--- src/rtl/neuron_update_scheduler_if.sv ---
// neuron_update_scheduler_if: tick/config inputs, engine handshake, spike FIFO readout and status
//   master : scheduler side (drives engine operands, spike head, status)
//   slave  : environment side (drives tick, config, engine results, spk_ready)
interface neuron_update_scheduler_if #(
  parameter int IDX_W = 2
);
  logic                    tick;
  logic                    cfg_we;
  logic [IDX_W-1:0]        cfg_idx;
  logic [3:0]              cfg_a;
  logic [3:0]              cfg_b;
  logic [7:0]              cfg_i;
  logic                    eng_start;
  logic signed [17:0]      eng_v;
  logic signed [17:0]      eng_u;
  logic [3:0]              eng_a;
  logic [3:0]              eng_b;
  logic [7:0]              eng_i;
  logic                    eng_done;
  logic signed [17:0]      eng_v_new;
  logic signed [17:0]      eng_u_new;
  logic                    eng_spike;
  logic                    spk_valid;
  logic [IDX_W-1:0]        spk_idx;
  logic                    spk_ready;
  logic                    busy;
  logic                    overrun;
  logic [7:0]              drop_cnt;
  modport master (
    input  tick, cfg_we, cfg_idx, cfg_a, cfg_b, cfg_i,
    input  eng_done, eng_v_new, eng_u_new, eng_spike, spk_ready,
    output eng_start, eng_v, eng_u, eng_a, eng_b, eng_i,
    output spk_valid, spk_idx, busy, overrun, drop_cnt
  );
  modport slave (
    output tick, cfg_we, cfg_idx, cfg_a, cfg_b, cfg_i,
    output eng_done, eng_v_new, eng_u_new, eng_spike, spk_ready,
    input  eng_start, eng_v, eng_u, eng_a, eng_b, eng_i,
    input  spk_valid, spk_idx, busy, overrun, drop_cnt
  );
endinterface

--- src/rtl/neuron_update_scheduler.sv ---
// neuron_update_scheduler: time-multiplexes one Izhikevich update engine across N_NEURONS virtual neurons
//   clk, rst_n : clock, synchronous active-low reset
//   bus        : tick/config in, engine operand/result handshake, spike event FIFO, busy/overrun/drop_cnt
module neuron_update_scheduler #(
  parameter int                 N_NEURONS  = 4,
  parameter int                 IDX_W      = 2,
  parameter int                 FIFO_DEPTH = 4,
  parameter logic signed [17:0] V_INIT     = 18'sh3_4CCD,
  parameter logic signed [17:0] U_INIT     = 18'sh3_CCCD
) (
  input logic                        clk,
  input logic                        rst_n,
  neuron_update_scheduler_if.master  bus
);
  localparam int FA = $clog2(FIFO_DEPTH);
  typedef enum logic [1:0] {IDLE, ISSUE, WAIT, WRITE} state_t;
  state_t             state_q, state_d;
  logic [IDX_W-1:0]   idx_q, idx_d;
  logic signed [17:0] v_q [N_NEURONS];
  logic signed [17:0] v_d [N_NEURONS];
  logic signed [17:0] u_q [N_NEURONS];
  logic signed [17:0] u_d [N_NEURONS];
  logic [3:0]         a_q [N_NEURONS];
  logic [3:0]         a_d [N_NEURONS];
  logic [3:0]         b_q [N_NEURONS];
  logic [3:0]         b_d [N_NEURONS];
  logic [7:0]         i_q [N_NEURONS];
  logic [7:0]         i_d [N_NEURONS];
  logic signed [17:0] op_v_q, op_v_d, op_u_q, op_u_d;
  logic [3:0]         op_a_q, op_a_d, op_b_q, op_b_d;
  logic [7:0]         op_i_q, op_i_d;
  logic signed [17:0] vn_q, vn_d, un_q, un_d;
  logic               sp_q, sp_d;
  logic [IDX_W-1:0]   fifo_q [FIFO_DEPTH];
  logic [IDX_W-1:0]   fifo_d [FIFO_DEPTH];
  logic [FA:0]        wp_q, wp_d, rp_q, rp_d;
  logic               overrun_q, overrun_d;
  logic [7:0]         drop_q, drop_d;
  logic               load, last, push, pop, full, empty;
  assign last  = idx_q == IDX_W'(N_NEURONS - 1);
  assign push  = (state_q == WRITE) & sp_q;
  assign empty = wp_q == rp_q;
  // extra pointer bit distinguishes full from empty when the slot indices match
  assign full  = (wp_q ^ rp_q) == {1'b1, {FA{1'b0}}};
  assign pop   = ~empty & bus.spk_ready;
  always_comb begin
    state_d   = state_q;
    idx_d     = idx_q;
    v_d       = v_q;
    u_d       = u_q;
    a_d       = a_q;
    b_d       = b_q;
    i_d       = i_q;
    op_v_d    = op_v_q;
    op_u_d    = op_u_q;
    op_a_d    = op_a_q;
    op_b_d    = op_b_q;
    op_i_d    = op_i_q;
    vn_d      = vn_q;
    un_d      = un_q;
    sp_d      = sp_q;
    fifo_d    = fifo_q;
    wp_d      = wp_q;
    rp_d      = rp_q;
    drop_d    = drop_q;
    load      = 1'b0;
    overrun_d = overrun_q | (bus.tick & (state_q != IDLE));
    case (state_q)
      IDLE: if (bus.tick) begin
        state_d = ISSUE;
        idx_d   = '0;
        load    = 1'b1;
      end
      ISSUE: state_d = WAIT;
      WAIT: if (bus.eng_done) begin
        state_d = WRITE;
        vn_d    = bus.eng_v_new;
        un_d    = bus.eng_u_new;
        sp_d    = bus.eng_spike;
      end
      WRITE: begin
        v_d[idx_q] = vn_q;
        u_d[idx_q] = un_q;
        state_d    = last ? IDLE : ISSUE;
        idx_d      = idx_q + 1'b1;
        load       = ~last;
      end
      default: state_d = IDLE;
    endcase
    // operands are latched on entry to ISSUE so later config writes cannot disturb an in-flight update
    if (load) begin
      op_v_d = v_q[idx_d];
      op_u_d = u_q[idx_d];
      op_a_d = a_q[idx_d];
      op_b_d = b_q[idx_d];
      op_i_d = i_q[idx_d];
    end
    if (bus.cfg_we) begin
      a_d[bus.cfg_idx] = bus.cfg_a;
      b_d[bus.cfg_idx] = bus.cfg_b;
      i_d[bus.cfg_idx] = bus.cfg_i;
    end
    if (push && (!full || pop)) begin
      fifo_d[wp_q[FA-1:0]] = idx_q;
      wp_d = wp_q + 1'b1;
    end
    if (pop) rp_d = rp_q + 1'b1;
    if (push && full && !pop && drop_q != 8'hFF) drop_d = drop_q + 8'd1;
  end
  always_ff @(posedge clk) begin
    if (!rst_n) begin
      state_q   <= IDLE;
      idx_q     <= '0;
      v_q       <= '{default: V_INIT};
      u_q       <= '{default: U_INIT};
      a_q       <= '{default: '0};
      b_q       <= '{default: '0};
      i_q       <= '{default: '0};
      op_v_q    <= '0;
      op_u_q    <= '0;
      op_a_q    <= '0;
      op_b_q    <= '0;
      op_i_q    <= '0;
      vn_q      <= '0;
      un_q      <= '0;
      sp_q      <= 1'b0;
      fifo_q    <= '{default: '0};
      wp_q      <= '0;
      rp_q      <= '0;
      overrun_q <= 1'b0;
      drop_q    <= '0;
    end else begin
      state_q   <= state_d;
      idx_q     <= idx_d;
      v_q       <= v_d;
      u_q       <= u_d;
      a_q       <= a_d;
      b_q       <= b_d;
      i_q       <= i_d;
      op_v_q    <= op_v_d;
      op_u_q    <= op_u_d;
      op_a_q    <= op_a_d;
      op_b_q    <= op_b_d;
      op_i_q    <= op_i_d;
      vn_q      <= vn_d;
      un_q      <= un_d;
      sp_q      <= sp_d;
      fifo_q    <= fifo_d;
      wp_q      <= wp_d;
      rp_q      <= rp_d;
      overrun_q <= overrun_d;
      drop_q    <= drop_d;
    end
  end
  assign bus.eng_start = state_q == ISSUE;
  assign bus.eng_v     = op_v_q;
  assign bus.eng_u     = op_u_q;
  assign bus.eng_a     = op_a_q;
  assign bus.eng_b     = op_b_q;
  assign bus.eng_i     = op_i_q;
  assign bus.spk_valid = ~empty;
  assign bus.spk_idx   = empty ? '0 : fifo_q[rp_q[FA-1:0]];
  assign bus.busy      = state_q != IDLE;
  assign bus.overrun   = overrun_q;
  assign bus.drop_cnt  = drop_q;
endmodule

--- src/flat_wrapper.sv ---
// flat-port wrapper written by rule: the top's interface ports become plain ports
module neuron_update_scheduler_flat 
#(
  parameter int                 N_NEURONS  = 4,
  parameter int                 IDX_W      = 2,
  parameter int                 FIFO_DEPTH = 4,
  parameter logic signed [17:0] V_INIT     = 18'sh3_4CCD,
  parameter logic signed [17:0] U_INIT     = 18'sh3_CCCD
)
  (clk, rst_n, bus_tick, bus_cfg_we, bus_cfg_idx, bus_cfg_a, bus_cfg_b, bus_cfg_i, bus_eng_done, bus_eng_v_new, bus_eng_u_new, bus_eng_spike, bus_spk_ready, bus_eng_start, bus_eng_v, bus_eng_u, bus_eng_a, bus_eng_b, bus_eng_i, bus_spk_valid, bus_spk_idx, bus_busy, bus_overrun, bus_drop_cnt);
  neuron_update_scheduler_if #(.IDX_W(IDX_W)) bus_i ();
  input logic clk;
  input logic rst_n;
  input wire logic [$bits(bus_i.tick)-1:0] bus_tick;
  input wire logic [$bits(bus_i.cfg_we)-1:0] bus_cfg_we;
  input wire logic [$bits(bus_i.cfg_idx)-1:0] bus_cfg_idx;
  input wire logic [$bits(bus_i.cfg_a)-1:0] bus_cfg_a;
  input wire logic [$bits(bus_i.cfg_b)-1:0] bus_cfg_b;
  input wire logic [$bits(bus_i.cfg_i)-1:0] bus_cfg_i;
  input wire logic [$bits(bus_i.eng_done)-1:0] bus_eng_done;
  input wire logic [$bits(bus_i.eng_v_new)-1:0] bus_eng_v_new;
  input wire logic [$bits(bus_i.eng_u_new)-1:0] bus_eng_u_new;
  input wire logic [$bits(bus_i.eng_spike)-1:0] bus_eng_spike;
  input wire logic [$bits(bus_i.spk_ready)-1:0] bus_spk_ready;
  output wire logic [$bits(bus_i.eng_start)-1:0] bus_eng_start;
  output wire logic [$bits(bus_i.eng_v)-1:0] bus_eng_v;
  output wire logic [$bits(bus_i.eng_u)-1:0] bus_eng_u;
  output wire logic [$bits(bus_i.eng_a)-1:0] bus_eng_a;
  output wire logic [$bits(bus_i.eng_b)-1:0] bus_eng_b;
  output wire logic [$bits(bus_i.eng_i)-1:0] bus_eng_i;
  output wire logic [$bits(bus_i.spk_valid)-1:0] bus_spk_valid;
  output wire logic [$bits(bus_i.spk_idx)-1:0] bus_spk_idx;
  output wire logic [$bits(bus_i.busy)-1:0] bus_busy;
  output wire logic [$bits(bus_i.overrun)-1:0] bus_overrun;
  output wire logic [$bits(bus_i.drop_cnt)-1:0] bus_drop_cnt;
  assign bus_i.tick = bus_tick;
  assign bus_i.cfg_we = bus_cfg_we;
  assign bus_i.cfg_idx = bus_cfg_idx;
  assign bus_i.cfg_a = bus_cfg_a;
  assign bus_i.cfg_b = bus_cfg_b;
  assign bus_i.cfg_i = bus_cfg_i;
  assign bus_i.eng_done = bus_eng_done;
  assign bus_i.eng_v_new = bus_eng_v_new;
  assign bus_i.eng_u_new = bus_eng_u_new;
  assign bus_i.eng_spike = bus_eng_spike;
  assign bus_i.spk_ready = bus_spk_ready;
  assign bus_eng_start = bus_i.eng_start;
  assign bus_eng_v = bus_i.eng_v;
  assign bus_eng_u = bus_i.eng_u;
  assign bus_eng_a = bus_i.eng_a;
  assign bus_eng_b = bus_i.eng_b;
  assign bus_eng_i = bus_i.eng_i;
  assign bus_spk_valid = bus_i.spk_valid;
  assign bus_spk_idx = bus_i.spk_idx;
  assign bus_busy = bus_i.busy;
  assign bus_overrun = bus_i.overrun;
  assign bus_drop_cnt = bus_i.drop_cnt;
  neuron_update_scheduler #(.N_NEURONS(N_NEURONS), .IDX_W(IDX_W), .FIFO_DEPTH(FIFO_DEPTH), .V_INIT(V_INIT), .U_INIT(U_INIT)) u_core (.clk(clk), .rst_n(rst_n), .bus(bus_i));
endmodule
--- config.mk ---
export PLATFORM = sky130hd
export DESIGN_NAME = neuron_update_scheduler_flat
export DESIGN_NICKNAME = d
export VERILOG_FILES = /design/src/rtl/neuron_update_scheduler_if.sv /design/src/rtl/neuron_update_scheduler.sv /design/src/flat_wrapper.sv
export SDC_FILE = /design/constraint.sdc
export NUM_CORES = 1
export LEC_CHECK = 0
export CORE_MARGIN = 5
export CORE_UTILIZATION = 60
export CTS_CLUSTER_SIZE = 25
export DETAILED_ROUTE_END_ITERATION = 12
export PLACE_DENSITY = 0.93
export SLEW_MARGIN = 10
export SYNTH_ARGS = -nofsm -noshare
export SYNTH_HDL_FRONTEND = slang
export SYNTH_SLANG_ARGS = --single-unit
--- constraint.sdc ---
create_clock -name clk -period 3.3 [get_ports clk]
set_input_delay 0.66 -clock clk [delete_from_list [all_inputs] [get_ports clk]]
set_output_delay 0.66 -clock clk [all_outputs]
set_load 0.01 [all_outputs]
==> reports/metrics.json <==
{
  "numPlacedInstances": {"value": 1950},
  "finalWeightedCongestion": {"value": 0.818},
  "clock_tree.htree_level_count": {"value": 1},
  "worst_pin_slew": {"value": 1.03, "unit": "ns"},
  "power.leakage": {"value": 5.92, "unit": "nW"},
  "outcome": {"value": "finished, final reports clean"},
  "worstSetupStartpointType": {"value": "register"},
  "clkLatencyLatePin": {"value": 0.56, "unit": "ns"},
  "final_core_util": {"value": 72.1, "unit": "%"},
  "hold_start": {"value": "u_core.u_q[44]"},
  "fp.dieArea": {"value": 24900, "unit": "sq um"},
  "ctsHoldBuffers": {"value": 0},
  "critical_path.endpoint_type": {"value": "output port"},
  "cts.repair_timing.setup_buffer_count": {"value": 0},
  "drt-initial-drc-count": {"value": 1664},
  "row_count": {"value": 54},
  "fin_worst_hold_slack": {"value": 0.451, "unit": "ns"},
  "min_path_type": {"value": "register to register"},
  "maximum_vdd_drop": {"value": 457, "unit": "uV"},
  "worst-endpoint-required": {"value": 2.64, "unit": "ns"},
  "synth.cell_area": {"value": 13100, "unit": "sq um"},
  "grt_first_pass_wirelength": {"value": 61700, "unit": "um"},
  "drt_first_pass_iters": {"value": 5},
  "num_vias": {"value": 12600},
  "detail_route.vias_per_cell": {"value": 6.28},
  "worstSetupStartpoint": {"value": "u_core.rp_q[0]"},
  "final.fill_count": {"value": 1515},
  "power.total": {"value": 10.4, "unit": "mW"},
  "worst_setup_path_endpoint": {"value": "bus_spk_idx[1]"},
  "detail-route-antenna-nets": {"value": 0},
  "max_clock_freq": {"value": 334, "unit": "MHz"},
  "layout.nets": {"value": 1778},
  "detail_route.wl_per_cell": {"value": 19.2, "unit": "um"},
  "skew": {"value": 0.00759, "unit": "ns"},
  "synth.avg_cell_area": {"value": 7.92, "unit": "sq um"},
  "gr-total-overflow": {"value": 0},
  "synthesis.nets": {"value": 1731},
  "synth_cell_type_count": {"value": 42},
  "layout.cells.non_filler": {"value": 2006},
  "fin_tns_setup": {"value": 0, "unit": "ns"},
  "timing.rr.end": {"value": "u_core.bus.eng_v[2]"},
  "crit_path_max_fanout": {"value": 5},
  "yosys_warnings": {"value": 0},
  "area_delta_synth_final": {"value": 19.1, "unit": "%"},
  "netlist_instances": {"value": 1656},
  "initial_core_util": {"value": 60.5, "unit": "%"},
  "multi_input_area": {"value": 6070, "unit": "sq um"},
  "antenna_cells_inserted": {"value": 0},
  "place.detailed.hpwl": {"value": 21400, "unit": "um"},
  "timing.final.hold_violations": {"value": 0},
  "seq_area_frac_synth": {"value": 49.4, "unit": "%"},
  "io_pins": {"value": 127},
  "area_of_the_placeable_core": {"value": 21700, "unit": "sq um"},
  "ff2ff_setup_slack": {"value": 0.55, "unit": "ns"},
  "setup_viol": {"value": 0},
  "grt_setup_unrepaired": {"value": "false"},
  "route.detailed.drc": {"value": 0},
  "drv.max_cap_violation_count": {"value": 0},
  "cts_repair_resize_count": {"value": 0},
  "worst_setup_path_type": {"value": "register to output port"},
  "min_period": {"value": 2.99, "unit": "ns"},
  "first_global_vias": {"value": 12400},
  "cp.arrival": {"value": 2.33, "unit": "ns"},
  "cts_root_buffer": {"value": "clkbuf_16"},
  "power.density_cell_area": {"value": 666, "unit": "nW/um^2"},
  "maxSlewViolCount": {"value": 0},
  "r2r-start": {"value": "u_core.state_q[1]"},
  "dieWidth": {"value": 158, "unit": "um"},
  "reg2regPathDepth": {"value": 7},
  "globalRouteTotalUtil": {"value": 30.1, "unit": "%"},
  "grt_max_degree": {"value": 180},
  "synth_seq_cells": {"value": 324},
  "clock-sinks": {"value": 324},
  "clk_transition_reported_paths": {"value": 0.06, "unit": "ns"},
  "io_buffers": {"value": 126},
  "regArea": {"value": 6490, "unit": "sq um"},
  "grt_antenna_before_repair": {"value": 0},
  "cts-buffers-inserted": {"value": 31},
  "die_h": {"value": 158, "unit": "um"},
  "layout-drive-gt1-share": {"value": 5.04, "unit": "%"},
  "clock_tree_from_tritoncts": {"value": "done"},
  "timing.slew.headroom": {"value": 31.1, "unit": "%"},
  "detail_route.wirelength": {"value": 38600, "unit": "um"},
  "cts_buffer_depth": {"value": 3},
  "timing.final.crit_share": {"value": 90.6, "unit": "%"}
}
## state kept, by name, summed over array words and instances (netlist names), 3 cells and up
name                 flops
u_core.wp_q              3
u_core.vn_q             18
u_core.bus.eng_a         4
u_core.bus.eng_u        18
u_core.u_q              72
u_core.bus.drop_cnt      8
u_core.bus.eng_v        18
u_core.fifo_q            8
u_core.bus.eng_i         8
u_core.b_q              16
u_core.v_q              72
u_core.i_q              32
u_core.un_q             18
u_core.bus.eng_b         4
u_core.a_q              16
u_core.rp_q              3
## kinds of logic after synthesis
family / Yosys count / synth area share, %
buffers and inverters: 143 / 4.48
multiplexers: 3 / 0.477
XOR/XNOR: 12 / 0.801
flip-flops: 324 / 49.4
AO/OA/AOI/OAI: 340 / 16.1
adder cells (fa/ha/maj): 14 / 1.34
AND/OR/NAND/NOR: 820 / 27.3
## report_power, final
group	total (mW)	internal (mW)	switching, mW
sequential	4.49	4.23	0.260
clock	3.93	2.43	1.50
combinational	1.99	0.816	1.17
## cell usage after synthesis, drive strengths merged
cell type	count	share of area, %
mux4	2	0.40
mux2i	1	0.076
o21ai	13	0.58
dfxtp	324	49
nand3	100	3.8
nor4b	1	0.067
nor4	4	0.19
inv	8	0.23
nor2	19	0.54
nand4	6	0.29
a21o	1	0.057
or2	1	0.048
o31ai	52	3.0
and3	106	5.1
nand3b	2	0.11
clkbuf	109	3.2
xnor2	8	0.53
and2	7	0.33
a221oi	1	0.067
nor3b	1	0.095
and3b	1	0.067
a211oi	105	6.0
ha	14	1.3
nand2	562	16
nor2b	4	0.27
a21oi	168	6.4
nor3	3	0.11
or3b	1	0.067
buf	26	1.0
nand2b	1	0.048
xor2	4	0.27
nand4b	1	0.11
## metrics by stage
stage / worst slack (ns) / cell area, sq um
6_report: 0.309 / 15600
5_1_grt: 0.256 / 15600
4_1_cts: 0.320 / 15600
3_5_place_dp: 0.411 / 14500
3_3_place_gp: 0.498 / 14500
2_1_floorplan: 1.41 / 13100
## critical path, stage by stage, from the launching register on
cell and delay [ns]:
dfxtp_1 0.49, mux4_1 0.64, and2_1 0.18, clkdlybuf4s50_1 0.47
## placed cells by master (no fill, tap or decap), drive strengths merged, types with 2 or more instances in the layout
cell type and n:
nand4 6, a211oi 105, xor2 4, o21ai 13
bufinv 7, nor4 4, dfxtp 324, nand3 100
o31ai 52, nor3 3, and2 7, and3 106
a21oi 168, mux4 2, xnor2 8, nor2b 4
nor2 19, nand2 562, nand3b 2, clkdlybuf4s50 125
inv 9, clkinv 3, ha 14, clkbuf 45
buf 24
## routing by layer
metal | up-vias | global-route usage (%) | wire length (um)
met2 | 801 | 51.2 | 18600
met1 | 5907 | 38.1 | 14600
met4 | 0 | 12.9 | 1330
li1 | 5755 | - | -
met5 | - | 0 | 0
met3 | 140 | 4.87 | 4040
## how the worst min path moves through the flow
stage	to	depth (start not counted)	slack, ns
after floorplan	u_core.a_q[10]	2	0.43
after global placement	u_core.bus.eng_b[1]	2	0.44
after detailed placement	u_core.bus.eng_b[2]	2	0.44
after CTS	u_core.a_q[11]	2	0.45
after global routing	u_core.v_q[31]	2	0.47
final	u_core.u_q[44]	2	0.45
## final cells by class
class / count / area share, %
sequential: 324 / 41.5
multi-input combinational: 1189 / 38.8
timing repair buffer: 149 / 9.94
clock buffer: 45 / 5.75
tap: 280 / 2.24
clock inverter: 11 / 1.52
inverter: 8 / 0.208
Note: power is estimated with default switching activity, not from simulation.
